--- src/rtl/clock_div_ctrl.sv ---
// Run-time controller for a programmable clock divider: owns the active divide value,
// accepts new values over valid/ready and swaps them in only at a falling-edge boundary.
module clock_div_ctrl #(
  parameter int unsigned      WIDTH     = 32,
  parameter logic [WIDTH-1:0] MIN_DIV   = WIDTH'(1),
  parameter logic [WIDTH-1:0] RESET_DIV = WIDTH'(1)
) (
  input  logic             clk_in,
  input  logic             reset,
  input  logic             enable,
  input  logic             div_valid,
  input  logic [WIDTH-1:0] div_value,
  output logic             div_ready,
  output logic             clk_out,
  output logic             tick,
  output logic             busy,
  output logic             cfg_err
);

  typedef enum logic [1:0] {
    IDLE = 2'd0,
    RUN  = 2'd1,
    PEND = 2'd2,
    STOP = 2'd3
  } state_t;

  state_t           state_q, state_d;
  logic [WIDTH-1:0] active_q, active_d;
  logic [WIDTH-1:0] shadow_q, shadow_d;
  logic [WIDTH-1:0] counter_q, counter_d;
  logic             clk_q, clk_d;
  logic             tick_q, tick_d;
  logic             cfg_err_q, cfg_err_d;

  logic running;
  logic at_end;
  logic boundary;
  logic xfer;
  logic legal;

  assign running   = (state_q != IDLE);
  assign at_end    = (counter_q >= active_q);
  assign boundary  = at_end && clk_q;
  assign div_ready = (state_q != PEND);
  assign xfer      = div_valid && div_ready;
  assign legal     = (div_value >= MIN_DIV);

  always_comb begin
    state_d   = state_q;
    active_d  = active_q;
    shadow_d  = shadow_q;
    counter_d = counter_q;
    clk_d     = clk_q;
    cfg_err_d = xfer && !legal;

    // The divider keeps running in every non-idle state; a boundary toggle
    // naturally lands clk_out at 0 with the counter cleared.
    if (running) begin
      if (at_end) begin
        counter_d = '0;
        clk_d     = ~clk_q;
      end else begin
        counter_d = counter_q + WIDTH'(1);
      end
    end else begin
      counter_d = '0;
      clk_d     = 1'b0;
    end

    unique case (state_q)
      IDLE: begin
        if (xfer && legal) active_d = div_value;
        if (enable) state_d = RUN;
      end
      RUN: begin
        if (xfer && legal) begin
          shadow_d = div_value;
          state_d  = PEND;
        end else if (!enable) begin
          state_d = STOP;
        end
      end
      PEND: begin
        if (boundary) begin
          active_d = shadow_q;
          state_d  = enable ? RUN : IDLE;
        end
      end
      STOP: begin
        // A value taken while stopping still waits for its own boundary.
        if (xfer && legal) begin
          shadow_d = div_value;
          state_d  = PEND;
        end else if (enable) begin
          state_d = RUN;
        end else if (boundary) begin
          state_d = IDLE;
        end
      end
      default: state_d = IDLE;
    endcase

    tick_d = clk_d && !clk_q;
  end

  always_ff @(posedge clk_in) begin
    if (reset) begin
      state_q   <= IDLE;
      active_q  <= RESET_DIV;
      shadow_q  <= '0;
      counter_q <= '0;
      clk_q     <= 1'b0;
      tick_q    <= 1'b0;
      cfg_err_q <= 1'b0;
    end else begin
      state_q   <= state_d;
      active_q  <= active_d;
      shadow_q  <= shadow_d;
      counter_q <= counter_d;
      clk_q     <= clk_d;
      tick_q    <= tick_d;
      cfg_err_q <= cfg_err_d;
    end
  end

  assign clk_out = clk_q;
  assign tick    = tick_q;
  assign cfg_err = cfg_err_q;
  assign busy    = running;

endmodule
--- config.mk ---
export PLATFORM = sky130hd
export DESIGN_NAME = clock_div_ctrl
export DESIGN_NICKNAME = d
export VERILOG_FILES = /design/src/rtl/clock_div_ctrl.sv
export SDC_FILE = /design/constraint.sdc
export NUM_CORES = 1
export LEC_CHECK = 0
export BUFFER_PORTS_ARGS = -buffer_cell sky130_fd_sc_hd__buf_2
export CAP_MARGIN = 20
export CORE_ASPECT_RATIO = 0.6
export CORE_MARGIN = 3
export CORE_UTILIZATION = 65
export DETAILED_ROUTE_END_ITERATION = 12
export GPL_TIMING_DRIVEN = 0
export PLACE_DENSITY = 0.85
export SETUP_SLACK_MARGIN = 0.4
export SYNTH_ARGS = -nofsm -noshare
export SYNTH_HDL_FRONTEND = slang
export SYNTH_SLANG_ARGS = --single-unit
--- constraint.sdc ---
create_clock -name clk_in -period 4.8 [get_ports clk_in]
set_clock_uncertainty 0.05 [all_clocks]
set_input_delay 0.24 -clock clk_in [delete_from_list [all_inputs] [get_ports clk_in]]
set_output_delay 0.24 -clock clk_in [all_outputs]
set_load 0.005 [all_outputs]
==> Implementation_results.wiki, run 1 <==
{| class="wikitable"
! Metric !! Value
|-
| Status || completed
|-
| Total Neg Setup Slack || 0 ns
|-
| Hold slack || ~0.11 ns
|-
| Proportion of layout cells with a drive suffix above 1 || 19.4%
|-
| Share of the synthesized area in compound gates (AO/OA/AOI/OAI) || 8.70%
|-
| Drt drc || 0
|-
| Synthesis Warnings || 0
|-
| Number of resized instances in the post-cts repair step || 0
|-
| Sequential area share after synthesis || about two fifths
|-
| EDFF count, synth || 0
|-
| Most used flip-flop cell after synthesis || sky130_fd_sc_hd__dfxtp_1
|-
| Slew HR || between 50% and 60%
|-
| Port buffer count || 39
|-
| Transition time at the pin with the least slew margin || ~0.69 ns
|-
| Simple-gate area share of the yosys netlist || between 20% and 30%
|-
| Wirelength, routed || approximately 12 mm
|-
| Arrival time at the worst endpoint || about 4.2 ns
|-
| Most numerous cell types in the synthesized netlist || 101 x sky130_fd_sc_hd__dfxtp_1, 73 x sky130_fd_sc_hd__nor2_1, 63 x sky130_fd_sc_hd__mux2i_1
|-
| Unrepaired setup endpoints after global routing || false
|-
| Design internal power || 0.00143 W
|-
| Antenna violations before repair || 0
|-
| Number of different library cells in the post-synthesis netlist || 44
|-
| Cell type with the highest aggregate area in the netlist || sky130_fd_sc_hd__dfxtp_1
|-
| Portion of synthesized cell area occupied by the leading cell type || between 30% and 40%
|-
| Kind of start point of the critical path || flip-flop
|-
| Max H-tree Level || 3
|-
| PnR worst setup slack || between 0.8 and 0.9 ns
|-
| Part of the total power dissipated in sequential elements || 46.7%
|-
| Library cell with the highest instance count after synthesis || sky130_fd_sc_hd__dfxtp_1
|-
| Area of the placeable core || 7570 µm²
|-
| Portion of netlist area occupied by mux cells || 12.2%
|-
| Number of synthesized register bits || 101
|-
| Filler Cell Count || 550
|-
| RD Place Congestion || between 0.8 and 0.9
|-
| Total via count after detailed routing || ~4200
|-
| Mapped Area || between 5000 and 6000 µm²
|-
| Type of the worst min-delay path || in -> reg
|-
| Largest fanout on the critical path || 10
|-
| Clk Latency, worst-skew pair || approximately 0.35 ns
|-
| GRT Resource Usage Total || 28.0%
|-
| Largest family of logic cells by synthesized area || simple AND/OR/NAND/NOR gates
|-
| Power per unit of standard cell area || roughly 330 nW/µm²
|-
| Proportion of total power due to net switching || 26.4%
|-
| DP HPWL || around 9.0 mm
|-
| Clock-pin slew on the worst setup and hold paths || 0.07 ns
|-
| Antenna Nets Post-Route || 0
|-
| Main area contributors after synthesis || sky130_fd_sc_hd__dfxtp_1 38%, sky130_fd_sc_hd__mux2i_1 12%, sky130_fd_sc_hd__ha_1 8.1%, sky130_fd_sc_hd__nor3_2 6.3%, sky130_fd_sc_hd__nor2_1 5.2%
|-
| First-pass GRT wire length || slightly above 20 mm
|-
| Part of the total power dissipated in the clock network || between 30% and 40%
|-
| Launch point of the worst reg-to-reg path || active_q[31]$_SDFFE_PP0P_
|-
| Max frequency || approximately 0.25 GHz
|-
| Net switching power figure || about 0.00051 W
|-
| 1st-pass router iterations || 5
|-
| Number of hold violations in the final report || 0
|-
| Start point of the worst min-delay path || div_valid
|-
| Row count || 24
|-
| Critical path required time || around 5.0 ns
|-
| Postcts setup bufs || 0
|-
| Maximum resistive drop on vdd || approximately 0.23 mV
|-
| Total power || ~0.0019 W
|-
| Place WS || 1.03 ns
|-
| Die outline height || between 70 and 80 µm
|-
| Crit Path Class || reg -> reg
|-
| MaxCap Viol Count || 0
|-
| Synth Area in XOR/XNOR || under 10%
|-
| Starting Density || 69.6%
|-
| Part of the cycle the worst path needs || ~80%
|-
| Die footprint || about 9000 µm²
|-
| Start point of the critical path || active_q[31]$_SDFFE_PP0P_
|-
| Arithmetic-cell share of the synthesized area counting full adders, half adders and majority gates || under 10%
|-
| Via count normalized by instance count || between 5 and 6
|-
| GR Overflow Total || 0
|-
| Top-level port count || 41
|-
| CTS tree || done
|-
| Combined area of the multi-input logic cells || between 2000 and 3000 µm²
|-
| Average wire per cell in the routed design || about 17 µm
|-
| Avg Synthesized Cell Area || ~9.5 µm²
|-
| Die width || 122 µm
|-
| Clock tree buffer depth || 2
|-
| Starting DRC count in detailed routing || 248
|-
| Reg area || between 2000 and 2500 µm²
|-
| TritonCTS Buffers || 9
|-
| Antenna Cells || 0
|-
| Asr flop ratio synth || 0%
|-
| # nets final || approximately 670
|-
| Via count of the first global-routing pass || 4283
|-
| Nature of the critical path endpoint || flip-flop
|-
| Leakage component of the power || 2.64 nW
|-
| Clock tree root driver cell || sky130_fd_sc_hd__clkbuf_16
|-
| Area grow syn2layout || 12.1%
|-
| Logic pwr share || 14.3%
|-
| Final critical-path required period || around 3.9 ns
|-
| Slew Viols, Final || 0
|-
| Post-Syn Nets || around 620
|-
| Number of sinks driven by the clock tree || 101
|-
| Largest net degree at the start of global routing || 17
|-
| Post-synthesis cell count || around 550
|-
| Setup Viol. Count Final || 0
|-
| CTS hold repair buffers || 0
|}
[layer usage]
layer,routed length [µm],global-route usage [%]
met4,174,8.19
met2,5760,49.4
met1,5890,35.5
met5,0,0
met3,524,5.79
[cell usage in the layout (no fill, tap or decap), drive strengths merged]
cell type  count
nor4          13
nand3b         1
clkbuf        24
clkinv         1
and4           5
nand3         15
o41ai          1
nand4         14
mux2           1
o21ai          4
nand2         26
nor2          73
a211oi        32
and2           1
inv           40
buf           55
o2111ai        1
o22ai          1
nand2b         2
o21a           1
mux2i         63
clkinvlp       1
a211o          1
dfxtp        101
o221ai         1
a22o           1
a21oi         16
xnor2         11
o211ai         3
a221oi         1
ha            34
bufinv         1
and3           2
nor3          41
xor2          19
or2            2
[area by class of cell]
type / count / share of cell area, %
clock buffers: 12 / 4.35
multi-input cells: 386 / 49.6
flip-flops and latches: 101 / 34.3
well taps: 104 / 2.20
clock inverters: 4 / 0.933
plain buffers: 28 / 2.86
repair buffers: 39 / 3.31
inverters: 39 / 2.48
[critical path: stages (launching register included)]
cell	delay (ns)
sky130_fd_sc_hd__dfxtp_1	0.36
sky130_fd_sc_hd__inv_1	0.06
sky130_fd_sc_hd__ha_1	0.32
sky130_fd_sc_hd__nand4_1	0.17
sky130_fd_sc_hd__nor4_1	0.54
sky130_fd_sc_hd__nand3_1	0.17
sky130_fd_sc_hd__a21oi_1	0.21
sky130_fd_sc_hd__a211o_2	0.25
sky130_fd_sc_hd__buf_6	0.20
sky130_fd_sc_hd__ha_1	0.22
sky130_fd_sc_hd__inv_1	0.09
sky130_fd_sc_hd__o22ai_2	0.42
sky130_fd_sc_hd__clkbuf_1	0.44
sky130_fd_sc_hd__nor2_1	0.12
sky130_fd_sc_hd__a211oi_1	0.22
[worst paths after layout]
path / end / cells past startpoint / slack [ns]
hold reg to reg: tick$_SDFF_PP0_ / 1 / 0.40
hold / removal: cfg_err$_SDFF_PP0_ / 3 / 0.11
setup / recovery: active_q[19]$_SDFFE_PP0P_ / 14 / 0.85
setup reg to reg: active_q[19]$_SDFFE_PP0P_ / 14 / 0.85
[flip-flops by register name (all words and copies together) (netlist names)]
register and count:
active_q 32, counter_q 32, shadow_q 32, state_q 2
cfg_err 1, clk_out 1, tick 1
[cells by family after synthesis]
logic type	Yosys count
and+or+nand+nor	195
DFF	101
buffers and inverters	67
muxes	64
AOI/OAI and AO/OA	63
adders and majority gates	34
xor gates and xnor gates	30
[metrics by stage]
step | area, µm² | instances | util, %
after detailed placement | 5590 | 697 | 73.9
after CTS | 5900 | 713 | 78.0
after global routing | 5900 | 713 | 78.0
after floorplan | 5270 | 554 | -
final | 5900 | 713 | 78.0
after global placement | 5590 | 697 | 73.9
[power groups by stage]
stage               registers [W]  logic [W]  clock network, W
floorplan                0.000917   0.000195                 0
global placement         0.000922   0.000255                 0
detailed placement       0.000924   0.000268                 0
CTS                      0.000906   0.000275          0.000762
global route             0.000911   0.000306          0.000793
finish                   0.000907   0.000277          0.000756
Note: power is estimated with default switching activity, not from simulation.
==> inputs of run 2 (changes only) <==
--- a/config.mk
+++ b/config.mk
@@ -5,14 +5,15 @@
 export SDC_FILE = /design/constraint.sdc
 export NUM_CORES = 1
 export LEC_CHECK = 0
+export ABC_AREA = 1
 export BUFFER_PORTS_ARGS = -buffer_cell sky130_fd_sc_hd__buf_2
 export CAP_MARGIN = 20
 export CORE_ASPECT_RATIO = 0.6
 export CORE_MARGIN = 3
-export CORE_UTILIZATION = 65
+export CORE_UTILIZATION = 60
 export DETAILED_ROUTE_END_ITERATION = 12
 export GPL_TIMING_DRIVEN = 0
-export PLACE_DENSITY = 0.85
+export PLACE_DENSITY = 0.8
 export SETUP_SLACK_MARGIN = 0.4
 export SYNTH_ARGS = -nofsm -noshare
 export SYNTH_HDL_FRONTEND = slang
==> constraint.sdc (replaced) <==
create_clock -name clk_in -period 3.9 [get_ports clk_in]
set_clock_uncertainty 0.05 [all_clocks]
set_input_delay 0.195 -clock clk_in [delete_from_list [all_inputs] [get_ports clk_in]]
set_output_delay 0.195 -clock clk_in [all_outputs]
set_load 0.005 [all_outputs]
==> Implementation_results.wiki, run 2 <==
{| class="wikitable"
! Metric !! Value
|-
| Place WS || 0.985 ns
|-
| Post-synthesis cell count || 739
|-
| GR Overflow Total || 0
|-
| MaxCap Viol Count || 0
|-
| Portion of synthesized cell area occupied by the leading cell type || 38.2%
|-
| Die outline height || slightly below 80 µm
|-
| Total Neg Setup Slack || 0 ns
|-
| TritonCTS Buffers || 9
|-
| Proportion of total power due to net switching || between 30% and 40%
|-
| Antenna Cells || 0
|-
| Row count || 25
|-
| Status || completed
|-
| Max frequency || between 0.3 and 0.4 GHz
|-
| Via count normalized by instance count || between 5 and 6
|-
| Type of the worst min-delay path || in -> reg
|-
| Main area contributors after synthesis || sky130_fd_sc_hd__dfxtp_1 38%, sky130_fd_sc_hd__nor2_1 9.8%, sky130_fd_sc_hd__nand2_1 9.0%, sky130_fd_sc_hd__ha_1 8.0%, sky130_fd_sc_hd__inv_1 5.8%
|-
| Post-Syn Nets || between 800 and 900
|-
| Clk Latency, worst-skew pair || 0.34 ns
|-
| Setup Viol. Count Final || 0
|-
| Power per unit of standard cell area || around 580 nW/µm²
|-
| Largest net degree at the start of global routing || 16
|-
| Clock tree root driver cell || sky130_fd_sc_hd__clkbuf_16
|-
| Number of hold violations in the final report || 0
|-
| Largest fanout on the critical path || 10
|-
| Proportion of layout cells with a drive suffix above 1 || about an eighth
|-
| Logic pwr share || about 32%
|-
| 1st-pass router iterations || 5
|-
| Arrival time at the worst endpoint || between 3 and 4 ns
|-
| Maximum resistive drop on vdd || around 0.42 mV
|-
| Starting Density || between 60% and 70%
|-
| Part of the total power dissipated in sequential elements || 39.8%
|-
| Starting DRC count in detailed routing || 400
|-
| # nets final || 859
|-
| Critical path required time || 4.05 ns
|-
| Postcts setup bufs || 0
|-
| Part of the cycle the worst path needs || about three quarters
|-
| Antenna violations before repair || 0
|-
| Total via count after detailed routing || ~5000
|-
| Clock-pin slew on the worst setup and hold paths || approximately 0.070 ns
|-
| Area of the placeable core || slightly above 8000 µm²
|-
| Number of synthesized register bits || a little over 100
|-
| EDFF count, synth || 0
|-
| Drt drc || 0
|-
| Sequential area share after synthesis || approximately two fifths
|-
| CTS hold repair buffers || 0
|-
| Most numerous cell types in the synthesized netlist || 138 x sky130_fd_sc_hd__nor2_1, 127 x sky130_fd_sc_hd__nand2_1, 101 x sky130_fd_sc_hd__dfxtp_1
|-
| Part of the total power dissipated in the clock network || 28.0%
|-
| First-pass GRT wire length || 22.3 mm
|-
| Final critical-path required period || about 3 ns
|-
| Die width || around 130 µm
|-
| Max H-tree Level || 3
|-
| GRT Resource Usage Total || around 28%
|-
| Average wire per cell in the routed design || around 15 µm
|-
| Library cell with the highest instance count after synthesis || sky130_fd_sc_hd__nor2_1
|-
| Most used flip-flop cell after synthesis || sky130_fd_sc_hd__dfxtp_1
|-
| Number of different library cells in the post-synthesis netlist || 33
|-
| Number of resized instances in the post-cts repair step || 0
|-
| Largest regs || active_q x32, counter_q x32, shadow_q x32
|-
| Synthesis Warnings || 0
|-
| Most common library cell in the layout ignoring fill and taps || sky130_fd_sc_hd__nor2_1
|-
| Clock tree buffer depth || 2
|-
| Slew HR || 62.1%
|-
| Design internal power || around 0.0022 W
|-
| Avg Synthesized Cell Area || 7.16 µm²
|-
| Net switching power figure || 0.00125 W
|-
| Mapped Area || 5290 µm²
|-
| Nature of the critical path endpoint || flip-flop
|-
| Slew Viols, Final || 0
|-
| Unrepaired setup endpoints after global routing || false
|-
| Port buffer count || 39
|-
| Asr flop ratio synth || 0%
|-
| Antenna Nets Post-Route || 0
|-
| PnR worst setup slack || 0.923 ns
|-
| Most frequent cells in the layout || 138 x sky130_fd_sc_hd__nor2_1, 127 x sky130_fd_sc_hd__nand2_1, 101 x sky130_fd_sc_hd__dfxtp_1
|-
| Via count of the first global-routing pass || 4637
|-
| Kind of start point of the critical path || flip-flop
|-
| Top-level port count || 41
|-
| Leakage component of the power || 2.61 nW
|-
| Wirelength, routed || ~13 mm
|-
| Cell type with the highest aggregate area in the netlist || sky130_fd_sc_hd__dfxtp_1
|-
| Filler Cell Count || 687
|-
| CTS tree || done
|-
| Number of sinks driven by the clock tree || around 100
|-
| Transition time at the pin with the least slew margin || ~0.57 ns
|-
| RD Place Congestion || just over 0.9
|-
| Area grow syn2layout || 12.2%
|-
| Die footprint || 10000 µm²
|-
| Crit Path Class || reg -> reg
|-
| DP HPWL || 10.4 mm
|}
## run 2: final cells by class
cell class	count	area, µm²	share of cell area [%]
clock inverters	4	72.6	1.22
flip-flops and latches	101	2020	34.0
inverters	88	330	5.56
repair buffers	39	195	3.29
multi-input cells	520	2800	47.2
well taps	108	135	2.28
plain buffers	30	136	2.30
clock buffers	11	243	4.09
## run 2: power groups by stage
| stage | clock network (W) | registers [W] | logic, W |
|---|---|---|---|
| 6_report | 0.000960 | 0.00136 | 0.00110 |
| 5_1_grt | 0.00101 | 0.00138 | 0.00126 |
| 4_1_cts | 0.000965 | 0.00136 | 0.00109 |
| 3_5_place_dp | 0 | 0.00138 | 0.00108 |
| 3_3_place_gp | 0 | 0.00137 | 0.00103 |
| 2_1_floorplan | 0 | 0.00134 | 0.000792 |
## run 2: worst paths after layout
check	endpoint	slack [ns]	start	cells past startpoint
worst max-delay path	active_q[24]$_SDFFE_PP0P_	0.92	active_q[31]$_SDFFE_PP0P_	13
worst min-delay path	shadow_q[26]$_SDFFE_PP0P_	0.06	div_value[26]	3
worst max register to register	active_q[24]$_SDFFE_PP0P_	0.92	active_q[31]$_SDFFE_PP0P_	13
worst min register to register	shadow_q[29]$_SDFFE_PP0P_	0.40	shadow_q[29]$_SDFFE_PP0P_	2
## run 2: worst max-delay path, cell delays in order, from the launching register on
cell                       delay, ns
sky130_fd_sc_hd__dfxtp_1        0.34
sky130_fd_sc_hd__inv_1          0.05
sky130_fd_sc_hd__ha_1           0.29
sky130_fd_sc_hd__nand2_1        0.07
sky130_fd_sc_hd__nor2_1         0.15
sky130_fd_sc_hd__nand4_1        0.18
sky130_fd_sc_hd__nor4_2         0.29
sky130_fd_sc_hd__nand3_1        0.14
sky130_fd_sc_hd__nand3_1        0.14
sky130_fd_sc_hd__ha_1           0.23
sky130_fd_sc_hd__nand2_1        0.16
sky130_fd_sc_hd__nand2_1        0.19
sky130_fd_sc_hd__clkbuf_1       0.40
sky130_fd_sc_hd__a31oi_1        0.16
## run 2: cell families (layout without fill, tap and decap cells)
logic type,count (synthesis),after routing,synth area share (%)
AOI/OAI and AO/OA,122,122,12.5
and+or+nand+nor,334,334,27.3
DFF,101,101,38.2
xor gates and xnor gates,30,30,5.11
adders and majority gates,34,34,8.04
buffers and inverters,118,172,8.82
## run 2: per-stage QoR
step | total power, W | hold slack, ns | std cells | cell area, µm² | utilization [%]
after floorplan | 0.00213 | 0.280 | 739 | 5290 | -
after global placement | 0.00240 | 0.386 | 886 | 5620 | 68.3
after detailed placement | 0.00246 | 0.393 | 886 | 5620 | 68.3
after CTS | 0.00341 | 0.0578 | 901 | 5940 | 72.2
after global routing | 0.00365 | 0.0709 | 901 | 5940 | 72.2
final | 0.00343 | 0.0629 | 901 | 5940 | 72.2
## run 2: per-layer routing
layer,GRT usage (%),up-vias,part of all wire [%]
met2,42.4,207,43
met3,7.19,28,9.4
met1,39.3,2305,46
li1,-,2477,-
met5,0,-,0
met4,7.17,0,1.6
==> inputs of run 3 (changes only) <==
==> constraint.sdc (replaced) <==
create_clock -name clk_in -period 3 [get_ports clk_in]
set_clock_uncertainty 0.05 [all_clocks]
set_input_delay 0.15 -clock clk_in [delete_from_list [all_inputs] [get_ports clk_in]]
set_output_delay 0.15 -clock clk_in [all_outputs]
set_load 0.005 [all_outputs]
==> Implementation_results.wiki, run 3 (same netlist as run 2, synthesis figures left out) <==
{| class="wikitable"
! Metric !! Value
|-
| Status || completed
|-
| Critical path required time || about 3.2 ns
|-
| Largest regs || active_q x32, counter_q x32, shadow_q x32
|-
| Antenna Cells || 0
|-
| Clock-pin slew on the worst setup and hold paths || about 0.07 ns
|-
| Final critical-path required period || ~2.6 ns
|-
| MaxCap Viol Count || 0
|-
| Reg area || around 2000 µm²
|-
| Combined area of the multi-input logic cells || between 3000 and 4000 µm²
|-
| Maximum resistive drop on vdd || around 0.57 mV
|-
| Area of the placeable core || around 8200 µm²
|-
| CTS tree || done
|-
| Clock tree buffer depth || 2
|-
| Drt drc || 0
|-
| Top-level port count || a little over 40
|-
| Antenna violations before repair || 0
|-
| Largest fanout on the critical path || 5
|-
| Proportion of total power due to net switching || between 30% and 40%
|-
| Row count || 25
|-
| Power per unit of standard cell area || roughly 770 nW/µm²
|-
| Slew HR || 54.9%
|-
| Largest net degree at the start of global routing || 16
|-
| First-pass GRT wire length || 22.9 mm
|-
| Die width || roughly 130 µm
|-
| Via count normalized by instance count || around 5.8
|-
| Starting Density || ~64%
|-
| Most frequent cells in the layout || 135 x sky130_fd_sc_hd__nor2_1, 120 x sky130_fd_sc_hd__nand2_1, 82 x sky130_fd_sc_hd__dfxtp_1
|-
| Transition time at the pin with the least slew margin || just under 0.7 ns
|-
| Total via count after detailed routing || 5313
|-
| Placed standard-cell area || between 5000 and 6000 µm²
|-
| Design internal power || 0.00310 W
|-
| Die footprint || approximately 10000 µm²
|-
| Crit Path Class || reg -> reg
|-
| Max frequency || around 0.38 GHz
|-
| Wirelength, routed || between 15 and 20 mm
|-
| GR Overflow Total || 0
|-
| # nets final || 877
|-
| Filler Cell Count || 590
|-
| Antenna Nets Post-Route || 0
|-
| 1st-pass router iterations || 7
|-
| Placed Instances || between 800 and 900
|-
| Kind of start point of the critical path || flip-flop
|-
| FF-to-FF setup slack || ~0.37 ns
|-
| Number of hold violations in the final report || 0
|-
| Final instance area || about 6500 µm²
|-
| Setup Viol. Count Final || 0
|-
| Part of the total power dissipated in sequential elements || between 30% and 40%
|-
| Part of the cycle the worst path needs || between 80% and 90%
|-
| Total Neg Setup Slack || 0 ns
|-
| Hold slack || around 0.011 ns
|-
| Most common library cell in the layout ignoring fill and taps || sky130_fd_sc_hd__nor2_1
|-
| Starting DRC count in detailed routing || between 400 and 500
|-
| Die outline height || 78.8 µm
|-
| Final cell count without fillers || around 920
|-
| TritonCTS Buffers || 9
|-
| Clk Latency, worst-skew pair || between 0.3 and 0.4 ns
|-
| RD Place Congestion || 0.909
|-
| Detailed-routed wire length on met2 || 6.90 mm
|-
| Detailed-route wire length on metal 1 || 6.73 mm
|-
| DP HPWL || ~10 mm
|-
| Leakage component of the power || approximately 2.8 nW
|-
| Via count of the first global-routing pass || 4734
|-
| Logic pwr share || a little under two fifths
|-
| Nature of the critical path endpoint || flip-flop
|-
| Part of the total power dissipated in the clock network || 25.4%
|-
| Clock tree root driver cell || sky130_fd_sc_hd__clkbuf_16
|-
| Max H-tree Level || 3
|-
| Type of the worst min-delay path || in -> reg
|-
| Number of sinks driven by the clock tree || around 100
|-
| Proportion of layout cells with a drive suffix above 1 || a little over a fifth
|-
| CTS hold repair buffers || 0
|-
| Average wire per cell in the routed design || about 17 µm
|-
| Arrival time at the worst endpoint || ~2.9 ns
|-
| Unrepaired setup endpoints after global routing || true
|-
| Area grow syn2layout || 22.6%
|-
| Wire length on met3 || 1.37 mm
|-
| Port buffer count || 39
|-
| Net switching power figure || roughly 0.0019 W
|-
| GRT Resource Usage Total || between 20 and 30%
|-
| Highest routed layer || met4
|-
| Final design utilization || between 70 and 80%
|-
| Slew Viols, Final || 0
|}
-- run 3: power by group through the flow --
stage / clock network (W) / logic, W / registers, W
2_1_floorplan: 0 / 0.00103 / 0.00174
3_3_place_gp: 0 / 0.00134 / 0.00178
3_5_place_dp: 0 / 0.00141 / 0.00180
4_1_cts: 0.00125 / 0.00155 / 0.00177
5_1_grt: 0.00131 / 0.00210 / 0.00182
6_report: 0.00126 / 0.00191 / 0.00180
-- run 3: layer usage --
metal | global-route usage (%) | vias to the layer above
li1 | - | 2528
met1 | 39.9 | 2486
met2 | 43.2 | 251
met3 | 8.13 | 48
met4 | 7.92 | 0
met5 | 0 | -
-- run 3: timing repair --
item | 4_1_cts | 5_1_grt
setup endpoints to repair | 34 | 64
pin swaps | 7 | 21
resized for setup | 25 | 70
setup buffers | 4 | 10
gates cloned | 1 | 3
-- run 3: metrics by stage --
stage | setup slack, ns | total power [W]
floorplan | 0.719 | 0.00277
global placement | 0.0882 | 0.00312
CTS | 0.333 | 0.00458
global route | 0.309 | 0.00523
finish | 0.366 | 0.00497
detailed placement | 0.0853 | 0.00320
-- run 3: final timing paths --
check | start | endpoint | depth (start not counted)
worst min-delay path | div_value[26] | shadow_q[26]$_SDFFE_PP0P_ | 3
worst max-delay path | active_q[28]$_SDFFE_PP0P_ | active_q[15]$_SDFFE_PP0P_ | 14
worst max register to register | active_q[28]$_SDFFE_PP0P_ | active_q[15]$_SDFFE_PP0P_ | 14
worst min register to register | shadow_q[29]$_SDFFE_PP0P_ | shadow_q[29]$_SDFFE_PP0P_ | 2
-- run 3: layout make-up --
cell class,count,area share [%]
inverters,88,5.09
repair buffers,56,5.88
well taps,108,2.08
clock buffers,11,3.74
clock inverters,4,1.12
multi-input cells,521,47.6
plain buffers,30,2.89
flip-flops and latches,101,31.5
-- run 3: critical path, stage by stage (launching register included) --
cell	delay [ns]
sky130_fd_sc_hd__dfxtp_2	0.34
sky130_fd_sc_hd__inv_1	0.05
sky130_fd_sc_hd__ha_1	0.31
sky130_fd_sc_hd__nand2_2	0.08
sky130_fd_sc_hd__nor2_4	0.09
sky130_fd_sc_hd__nand4_1	0.20
sky130_fd_sc_hd__nor4_4	0.28
sky130_fd_sc_hd__nand3_2	0.15
sky130_fd_sc_hd__nand3_4	0.12
sky130_fd_sc_hd__ha_4	0.19
sky130_fd_sc_hd__nand2_8	0.10
sky130_fd_sc_hd__nand2_8	0.14
sky130_fd_sc_hd__clkbuf_16	0.17
sky130_fd_sc_hd__o21ai_1	0.07
sky130_fd_sc_hd__a31oi_1	0.19
